===== src/rtl/brl_normalize.sv =====
// brl_normalize: iterative leading-one normalizer, one nibble per clock.
// Finds the leading one of a 32-bit operand, reports the signed shift count
// (msb - NORM_POS) and the operand shifted so its leading one sits at NORM_POS.
// Optional build macro NORM_EARLY_EXIT_EN: leave SCAN on the first nonzero
// nibble instead of always scanning all eight. Results are identical either way.
module brl_normalize #(
    parameter int NORM_POS = 22
) (
    input  logic        sys_clk,
    input  logic        resetl,
    input  logic        start,
    input  logic [31:0] srcd,
    output logic        busy,
    output logic        done,
    output logic [31:0] normq,
    output logic [31:0] mantq,
    output logic        zero
);

    typedef enum logic [1:0] {
        IDLE  = 2'd0,
        SCAN  = 2'd1,
        SHIFT = 2'd2
    } state_t;

    state_t             state_q, state_d;
    logic [2:0]         idx_q;
    logic               hit_q;
    logic [4:0]         msb_q;
    logic [31:0]        op_q;

    logic [31:0]        op_sh;
    logic [3:0]         nib;
    logic               nib_nz;
    logic               first_hit;
    logic               scan_exit;
    logic               accept;
    logic signed [5:0]  diff;
    logic signed [5:0]  neg_diff;
    logic [31:0]        norm_d;
    logic [31:0]        mant_d;

    // Position of the highest set bit inside a nibble (0 when the nibble is zero).
    function automatic logic [1:0] nib_lead(input logic [3:0] n);
        if (n[3])      return 2'd3;
        else if (n[2]) return 2'd2;
        else if (n[1]) return 2'd1;
        else           return 2'd0;
    endfunction

    assign busy      = (state_q != IDLE);
    assign accept    = start && (state_q == IDLE);
    assign op_sh     = op_q >> {idx_q, 2'b00};
    assign nib       = op_sh[3:0];
    assign nib_nz    = |nib;
    assign first_hit = (state_q == SCAN) && nib_nz && !hit_q;

`ifdef NORM_EARLY_EXIT_EN
    assign scan_exit = nib_nz || (idx_q == 3'd0);
`else
    assign scan_exit = (idx_q == 3'd0);
`endif

    // Next-state logic for the IDLE -> SCAN -> SHIFT -> IDLE sequence.
    always_comb begin
        state_d = state_q;
        case (state_q)
            IDLE:    if (start) state_d = SCAN;
            SCAN:    if (scan_exit) state_d = SHIFT;
            SHIFT:   state_d = IDLE;
            default: state_d = IDLE;
        endcase
    end

    // Result formation in SHIFT: signed count and direction-dependent shift.
    always_comb begin
        diff     = $signed({1'b0, msb_q}) - $signed(6'(NORM_POS));
        neg_diff = -diff;
        norm_d   = '0;
        mant_d   = '0;
        if (hit_q) begin
            norm_d = {{26{diff[5]}}, diff};
            if (diff > 6'sd0) mant_d = op_q >> diff[4:0];
            else              mant_d = op_q << neg_diff[4:0];
        end
    end

    // Control state, scan bookkeeping and registered outputs.
    always_ff @(posedge sys_clk or negedge resetl) begin
        if (!resetl) begin
            state_q <= IDLE;
            idx_q   <= 3'd7;
            hit_q   <= 1'b0;
            done    <= 1'b0;
            normq   <= '0;
            mantq   <= '0;
            zero    <= 1'b0;
        end else begin
            state_q <= state_d;
            done    <= 1'b0;
            case (state_q)
                IDLE: begin
                    if (accept) begin
                        idx_q <= 3'd7;
                        hit_q <= 1'b0;
                    end
                end
                SCAN: begin
                    idx_q <= idx_q - 3'd1;
                    if (first_hit) hit_q <= 1'b1;
                end
                SHIFT: begin
                    done  <= 1'b1;
                    normq <= norm_d;
                    mantq <= mant_d;
                    zero  <= !hit_q;
                end
                default: ;
            endcase
        end
    end

    // Operand capture and leading-one position; masked by hit_q when unused.
    always_ff @(posedge sys_clk) begin
        if (accept)    op_q  <= srcd;
        if (first_hit) msb_q <= {idx_q, nib_lead(nib)};
    end

endmodule


===== config.mk =====
export PLATFORM = sky130hd
export DESIGN_NAME = brl_normalize
export DESIGN_NICKNAME = d
export VERILOG_FILES = /design/src/rtl/brl_normalize.sv
export SDC_FILE = /design/constraint.sdc
export NUM_CORES = 1
export LEC_CHECK = 0
export CAP_MARGIN = 10
export CORE_MARGIN = 2
export CORE_UTILIZATION = 30
export CTS_CLUSTER_DIAMETER = 60
export DETAILED_ROUTE_END_ITERATION = 10
export MAX_ROUTING_LAYER = met4
export SYNTH_ARGS = -nofsm -noshare
export SYNTH_HDL_FRONTEND = slang
export SYNTH_SLANG_ARGS = --single-unit

===== constraint.sdc =====
create_clock -name sys_clk -period 4.08 [get_ports sys_clk]
set_input_delay 0.612 -clock sys_clk [delete_from_list [all_inputs] [get_ports sys_clk]]
set_output_delay 0.612 -clock sys_clk [all_outputs]
set_load 0.1 [all_outputs]

Word-level counts from Yosys, hierarchy flattened
Index checks and enable logic that the tools add are counted.
{ "word_totals": {"reg_bits": 109, "in_bits": 35, "word_cells": 51} }
{ "op_classes": {"n_shift": 3, "n_mux": 14, "n_reduce_logical": 13, "n_eq_ne": 6, "addsub": 3, "magnitude_cmp": 1} }
{ "ops": {"columns": ["op", "n"], "rows": [
  ["2-to-1 mux 32 bit", 3],
  ["<< shifter 32 x 5 -> 32 bit", 1],
  [">> shifter 32 x 5 -> 32 bit", 1],
  [">> shifter 32 x 5 -> 4 bit", 1],
  ["inequality test 2 bit (second input constant)", 4],
  ["greater-than comparator 6 x 1 -> 1 bit (second input constant)", 1],
  ["one-hot mux 3 bit (2 select lines)", 1],
  ["subtractor 5 x 5 -> 6 bit (second input constant)", 1],
  ["2-to-1 mux 1 bit", 5],
  ["negation 5 bit", 1],
  ["2-to-1 mux 2 bit", 2],
  ["one-hot mux 2 bit (2 select lines)", 1],
  ["AND reduction 2 bit", 2],
  ["nonzero test 2 bit", 2],
  ["OR reduction 4 bit", 1],
  ["logical AND 1 bit", 3],
  ["logical NOT 3 bit", 1],
  ["2-to-1 mux 3 bit", 1],
  ["AND reduction 3 bit", 1],
  ["subtractor 3 x 1 -> 3 bit (second input constant)", 1],
  ["equality test 2 x 1 -> 1 bit (second input constant)", 1],
  ["equality test 2 bit (second input constant)", 1],
  ["logical NOT 2 bit", 1],
  ["one-hot mux 1 bit (2 select lines)", 1],
  ["other kinds (2)", 2]
]} }

Depth between registers and ports, before layout
Gate-level depths: netlist (run 1).
{ "logic_depth": {"depth_word": 6, "mapped_depth": 14} }

Worst setup path before layout (run 1)
No wires, ideal clock.
{ "synth_path": {"kind": "flip-flop to flip-flop", "start": "reg msb_q[0]", "end": "reg mantq[17]", "synth_period_minus_slack_ns": 3.244, "t_required_ns": 3.954, "path_slack_ns": 0.836, "path_stages_with_launch": 14, "setup_time_ns": 0.126, "arrival_ns": 3.118, "path_cell_list": "edfxtp_1 -> buf_2 -> buf_2 -> inv_2 -> buf_2 -> ha_1 -> buf_2 -> buf_2 -> buf_2 -> mux4_2 -> mux2_2 -> o211ai_1 -> a21oi_1 -> a221o_1"} }
{ "synth_between": {"elab_chain_cells": 5} }
{ "synth_lines": {"columns": ["element", "line", "rtl"], "rows": [
  ["from (decl)", "29", "logic [4:0] msb_q;"],
  ["from (signal assigned)", "126", "if (first_hit) msb_q <= {idx_q, nib_lead(nib)};"],
  ["subtractor 5 x 5 -> 6 bit *", "77", "diff = $signed({1'b0, msb_q}) - $signed(6'(NORM_POS));"],
  ["negation 5 bit", "78", "neg_diff = -diff;"],
  ["<< shifter 32 x 5 -> 32 bit", "84", "else mant_d = op_q << neg_diff[4:0];"],
  ["2-to-1 mux 32 bit *", "83", "if (diff > 6'sd0) mant_d = op_q >> diff[4:0];"],
  ["2-to-1 mux 32 bit *", "81", "if (hit_q) begin"],
  ["to (signal assigned)", "115", "mantq <= mant_d;"],
  ["to (decl)", "16", "output logic [31:0] mantq,"]
]} }
Every way passes the cells marked *; elsewhere a longest branch is shown, timed or not.
A chain may end at the register's enable or synchronous reset.

Worst setup path in the final report (run 1)
{ "layout_path": {"start": "reg msb_q[0]", "end": "reg mantq[8]"} }
Same word-level chain as after synthesis.

==> results of run 1 <==
[synth_stat cells, types with 3 or more instances]
cell type and count:
a221o_1 6, o31ai_1 4, nor2_1 34, o21a_1 5
nand3_1 12, edfxtp_1 37, dfrtp_1 43, a2bb2oi_1 3
dfstp_2 3, buf_1 3, a31oi_1 7, xnor2_1 6
nand2b_1 6, inv_1 13, ha_1 5, a21oi_1 28
o211ai_1 11, mux4_2 60, mux2_2 36, a32oi_1 3
mux2i_1 67, nor2b_1 4, and3_1 3, nand2_1 105
clkbuf_1 23, buf_4 30, a211oi_1 8, buf_2 24
o221ai_1 20, nor3_1 8, o21ai_0 31, a311oi_1 4
[metal layers]
layer | global-route usage, % | routed length (µm) | vias to the layer above
li1 | - | - | 2711
met5 | - | 0 | -
met4 | 7.85 | 881 | 0
met3 | 4.24 | 2460 | 58
met1 | 28.8 | 10500 | 3002
met2 | 25.4 | 9590 | 358
[flip-flops by register name, indices dropped and copies added (netlist names), 2 cells and up]
name,flops
normq,6
mantq,32
idx_q,3
msb_q,5
op_q,32
state_q,2
[worst register-to-register path, cell delays in order (launching register included)]
cell	delay, ps
edfxtp_1	360
buf_4	770
mux4_2	780
mux2i_1	240
mux2_2	210
a2bb2oi_1	410
o221ai_1	200
[path summary, 6_finish.rpt]
kind	slack [ps]	depth (start not counted)	startpoint	to
min in group sys_clk	480	2	zero$_DFFE_PN0P_	zero$_DFFE_PN0P_
min reg2reg	480	2	zero$_DFFE_PN0P_	zero$_DFFE_PN0P_
max	960	6	msb_q[0]$_SDFFCE_PP1P_	mantq[8]$_DFFE_PN0P_
max in group asynchronous	3270	2	resetl	normq[1]$_DFFE_PN0P_
min	350	2	resetl	mantq[7]$_DFFE_PN0P_
max reg2reg	960	6	msb_q[0]$_SDFFCE_PP1P_	mantq[8]$_DFFE_PN0P_
[final cells by class]
| class | instances | share of cell area (%) |
|---|---|---|
| Clock inverter | 7 | 1.34 |
| Multi-Input combinational cell | 504 | 50.7 |
| Clock buffer | 9 | 2.60 |
| Tap cell | 319 | 4.61 |
| Timing Repair Buffer | 125 | 13.9 |
| Inverter | 16 | 0.694 |
| Sequential cell | 83 | 26.2 |
[metrics by stage]
stage                     utilization (%)  cell area (µm²)
after detailed placement             35.5             8310
after global placement               35.5             8310
after global routing                 37.0             8650
final                                37.0             8650
after floorplan                         -             7140
after CTS                            37.0             8650
[cells by family after synthesis]
group                    Yosys count  synth area share, %
adder cells (fa/ha/maj)            5                0.877
AO/OA/AOI/OAI                    144                 13.8
AND/OR/NAND/NOR                  182                 10.9
flip-flops                        83                 31.7
multiplexers                     163                 34.0
XOR/XNOR                          10                 1.44
buffers and inverters             97                 7.21
==> results.txt, run 1 <==
- Initial antenna violation count: 0
* Hold WC Path Type: in -> async
- Critical path type: reg -> reg
- Total number of nets in the final design: between 700 and 800
- Dividing the final minimum period by the clock period gives between 70% and 80%.
* Post-DP HPWL: about 18,000 µm
* Buffers added on ports: approximately 100
- Leading cell types in the layout, fill and taps excluded: nand2_1 (105), clkdlybuf4s50_1 (100), mux2i_1 (67)
* CTS Hold Buffers Added: 0
- Cell at the slowest stage of the critical path: buf_4
- Count of synthesis-stage warnings from yosys: 0
- Clock network latency to the later pin of the worst-skew pair: roughly 360 ps
- Summed over all layers, the routed wires come to around 23,000 µm.
* Total CTS buffers: 9
* Net count of the mapped netlist: roughly 720
- After detailed routing, the number of vias per cell comes to around 5.8.
- By area the synthesized netlist is led by mux4_2 (19%), edfxtp_1 (16%), dfrtp_1 (15%).
- Weighted congestion at the end of routability-driven global placement: 1.03
* Share of synthesized area occupied by flip-flops and latches: between 30% and 40%
- Number of cell rows: 56
* Final routed wire length divided by cell count: around 22 µm
- Async S/R FF share, synth: 55.4%
* Measured slew at the worst slew-check pin: 998 ps
* Buffer cell driving the clock tree root: clkbuf_16
* Worst slew margin relative to its limit: 33.3%
* Top-area cell type share of the netlist area: roughly a fifth
* Seq. cell area: 2270 µm²
- The routed design could run at a clock period as short as 3120 ps.
- Area of the mapped netlist: about 7100 µm²
- Element type at the critical path start: flop
* Count of pins over their slew limit: 0
- Initial standard-cell utilization of the core: around 30%
* Die area: 25,000 µm²
- The total count of hold-check failures in the final report came to 0.
- Setup repair after global routing left no endpoint under its margin.
* Critical path buffer and inverter count: 1
- STA puts the critical path data required time at between 4000 and 5000 ps.
* Register clock-pin slew on the reported worst setup and hold paths: roughly 70 ps
* ANT nets after route: 0
* Vias in the first global route: 5,622
- After detailed placement, the design holds a cell count of around 1,000.
- On the worst path, the slowest cell contributes a delay of between 700 and 800 ps.
- The library cell used most frequently in the layout, excluding fill and tap cells, is nand2_1.
* Syn Inst Count: between 600 and 700
* Number of remaining DRC errors: 0
* Minimum setup slack after placement: around 1000 ps
- Summing all multi-input logic gate instances after layout gives between 4000 and 5000 µm².
- Clock skew after layout: 9.39 ps
- At the worst endpoint, the arrival time is 3330 ps.
- In this run the number of H-tree levels came out at 3.
- Clock net sink count: 83
- Pin count of the biggest net entering global routing: 74
* Die X: between 150 and 200 µm
* Standard cell core area: approximately 23,000 µm²
* Layout-stage area growth over the synthesis result: 21.2%
- Final setup viols: 0
- After synthesis, the mean cell area works out to roughly 10 µm².
- Total vias in the final route: 6,129
- Yosys mapped a number of flops with a built-in enable equal to 37.
* TNS Setup: 0 ps
- In the post-route analysis, the smallest setup slack over all paths is 963 ps.
- Hold timing on the final database bottoms out at a slack of between 300 and 400 ps.
* Final cell count without fillers: 1,063
* Cell-by-cell trace of the critical path: buf_4, mux4_2, mux2i_1, mux2_2, a2bb2oi_1, o221ai_1
* Antenna cell count: 0
* Critical path capture point type: flop
- # resized after CTS: 0
- Post-CTS Setup Bufs: 0
* MaxCap Viol Count: 0
- Count of boundary I/O pins: slightly above 100
* Flip-flop cell with the highest count after synthesis: dfrtp_1
- Timing-limited maximum frequency: about 320 MHz
* GRT Residual Overflow: 0
- The first global-routing pass estimated 35,200 µm of wire.
* First-pass iteration count of the detailed router: 5
- On the critical path the largest part of the delay comes from multiplexers.
- Measured along the y axis, the die boundary spans 158 µm.
- In the final layout, the share of cells above drive strength 1 is between 20% and 30%.
* Clock tree from TritonCTS: built
- Post-synth top area cell: mux4_2
* Number of synthesized register bits: 83
* Worst-path maximum fanout: 73
* Netlist cell types: 57
- DR iter-0 viols: roughly 810
- Result of the run: finished, final reports clean
- The longest clock path from root to sink contains 2 buffers.
- Total Routing Usage GR: 19.5%
- Counting the fill cells in the layout gives roughly 2,400.
Power of run 1 is left out: the tool's default activity adds up to more than one toggle a clock period on the data nets, which glitch-free logic cannot reach.
==> run 2: changes to the inputs <==
- clock period: 4.08 -> 2.6 ns (I/O delays scaled with it)
==> run 2 against run 1 <==
  * The flow now finishes with violations (setup timing)
  * Core utilization grew 4.5 points
  * Flip-flop and latch count did not move
  * Clock skew is 1.9 ps lower
  * Register-to-register slack lost 1000 ps
  * Design area grew 12%
  * Count of clock-buffer cells in the layout up 3
  * Fmax up 18%
  * Global-route usage increased by 2.7 points
  * Critical path depth up 2
  * Die area stayed put
  * Worst hold slack worse by 220 ps
  * Non-clock buffer count is 96 higher
==> results.txt, run 2 (synthesized netlist as in run 1, its figures left out) <==
* Result of the run: finished, violations left
- Failing checks: setup timing
* Worst Hold Margin: ~130 ps
- Total vias in the final route: 6,579
- Critical path type: reg -> reg
* Final setup viols: 4
- Ratio of cells with drive above 1 in the final layout: a little over two fifths
- around 100 I/O pins were placed.
* DR iter-0 viols: 725
- Final routed wire length divided by cell count: roughly 23 µm
* Die area: about 25,000 µm²
* Count of pins over their slew limit: 0
- The floorplan step set the die height to between 150 and 200 µm.
* Unrepaired setup endpoints after global routing: true
- In the routed layout, each cell is associated on average with a via count of around 5.7.
- For this design, the sink count on the clock tree is 83.
- Buffers added on ports: 101
- CP delay by family, top: multiplexers
- The area growth from synthesis to layout is 35.8%.
- Entering global routing, the biggest net connects 47 pins.
- Weighted congestion at the end of routability-driven global placement: approximately 0.94
* Largest regs: mantq (32), op_q (32), normq (6)
* ANT nets after route: 0
- The number of hold buffers added after CTS was 0.
- Most common cell after layout, fill and taps aside: buf_4
* Post-DP HPWL: ~20,000 µm
- TritonCTS built the clock tree.
- The number of antenna violations at the first check in global routing was 0.
- Cell-by-cell trace of the critical path: ha_4, buf_8, mux2i_1, mux4_2, nand2_1, o211ai_1, a21oi_1, a221o_1
- In the final design database the tool counted 875 nets.
* Longest individual stage delay on the worst path: roughly 520 ps
* Element type at the critical path start: flop
- The root buffer cell chosen for the clock tree is clkbuf_16.
- Cell at the slowest stage of the critical path: edfxtp_1
- The first global-routing pass estimated a little under 40,000 µm of wire.
- Clock network latency to the later pin of the worst-skew pair: 360 ps
* Total Routing Usage GR: roughly 22%
- Post-route clock period utilization: 102%
- Across all setup checks in the final design, the least slack found is -45.8 ps.
* Leading cell types in the layout, fill and taps excluded: buf_4 (165), nand2_1 (102), mux4_2 (60)
- MaxCap Viol Count: 0
* Die X: 158 µm
- STA puts the critical path data required time at roughly 2800 ps.
- Register clock-pin slew on the reported worst setup and hold paths: 60 ps
- Number of buffers between clock root and the deepest sink: 2
- Critical path capture point type: flop
* Clock skew after layout: between 7 and 8 ps
- The via count of the first global-routing pass is around 6,000.
* CTS H-tree lvls: 3
* CP Data Arrival Time: a little under 3000 ps
* Critical path buffer and inverter count: 1
- Antenna cell count: 0
- For this run the aggregate overflow at the end of global routing stands at 0.
- In this run the worst hold path is classified as in -> async.
- The total count of hold-check failures in the final report was 0.
- Fill cell count: ~2,300
- Total CTS buffers: 9
- In this run the cell area measured after placement is roughly 9000 µm².
* Final cell area excluding filler cells: around 9700 µm²
* First-pass iteration count of the detailed router: 5
* Timing-limited maximum frequency: 378 MHz
* Measured slew at the worst slew-check pin: approximately 770 ps
- Measured against its own limit, the worst slew margin works out to a little under 50%.
- In this run the worst path has a maximum fanout of 8.
* Final WL: approximately 27,000 µm
- The initial utilization of the core area, before any placement, comes to between 30% and 40%.
* Number of remaining DRC errors: 0
- The floorplan has 56 rows.
- Standard cell core area: 23,400 µm²
* Minimum period implied by the final worst setup slack: around 2600 ps
run 2: path summary, 6_finish.rpt:
path / startpoint / to / slack (ps) / depth (start not counted)
setup reg to reg: msb_q[1]$_SDFFCE_PN1P_ / mantq[17]$_DFFE_PN0P_ / -50 / 8
setup / recovery: msb_q[1]$_SDFFCE_PN1P_ / mantq[17]$_DFFE_PN0P_ / -50 / 8
hold reg to reg: normq[0]$_DFFE_PN0P_ / normq[0]$_DFFE_PN0P_ / 480 / 2
hold / removal: resetl / mantq[27]$_DFFE_PN0P_ / 130 / 2
min in group sys_clk: normq[0]$_DFFE_PN0P_ / normq[0]$_DFFE_PN0P_ / 480 / 2
max in group asynchronous: resetl / state_q[0]$_DFFE_PN0P_ / 2030 / 2
run 2: final cells by class:
type	count	area [µm²]	area share (%)
Multi-Input combinational cell	504	4740	48.9
Sequential cell	83	2270	23.4
Clock inverter	4	23.8	0.245
Tap cell	319	399	4.12
Inverter	16	67.6	0.697
Timing Repair Buffer	221	1930	19.9
Clock buffer	12	268	2.76
run 2: what timing repair did:
action,CTS,global route
setup endpoints to repair,29,32
setup buffers,6,5
resized for setup,19,76
pin swaps,4,12
gates cloned,1,2
run 2: metal layers:
metal | track usage (%) | routed length, µm | up-vias
met4 | 6.18 | 738 | 0
li1 | - | - | 2894
met3 | 3.37 | 2320 | 47
met1 | 32.1 | 11900 | 3242
met5 | - | 0 | -
met2 | 32.1 | 12000 | 396
run 2: metrics by stage:
step | util, % | worst slack [ps] | TNS, ps | cells
finish | 41.4 | -45.8 | -102 | 1159
global route | 41.4 | -90.9 | -833 | 1159
CTS | 39.6 | -4.80 | -4.80 | 1154
detailed placement | 37.7 | -241 | -2530 | 1131
global placement | 37.7 | -217 | -1760 | 1131
floorplan | - | -88.5 | -348 | 684
run 2: worst reg2reg max path: stages, from the launching register on:
cell      delay, ps
edfxtp_1        520
ha_4            430
buf_8           170
mux2i_1         420
mux4_2          380
nand2_1          70
o211ai_1        170
a21oi_1         110
a221o_1         270
Power of run 2 is left out for the same reason.
==> run 3: changes to the inputs <==
==> constraint.sdc (replaced) <==
create_clock -name sys_clk -period 2.6 [get_ports sys_clk]
set_input_delay 0.26 -clock sys_clk [delete_from_list [all_inputs] [get_ports sys_clk]]
set_output_delay 0.26 -clock sys_clk [all_outputs]
set_load 0.1 [all_outputs]
==> results of run 3 <==
Same layout as run 2 (identical final DEF). Status: finished, violations left: hold timing, setup timing.
Among the figures that moved: hold slack 125 ps -> -4.83 ps; number of hold violations in the final report 0 -> 5
Power of run 3 is left out for the same reason.
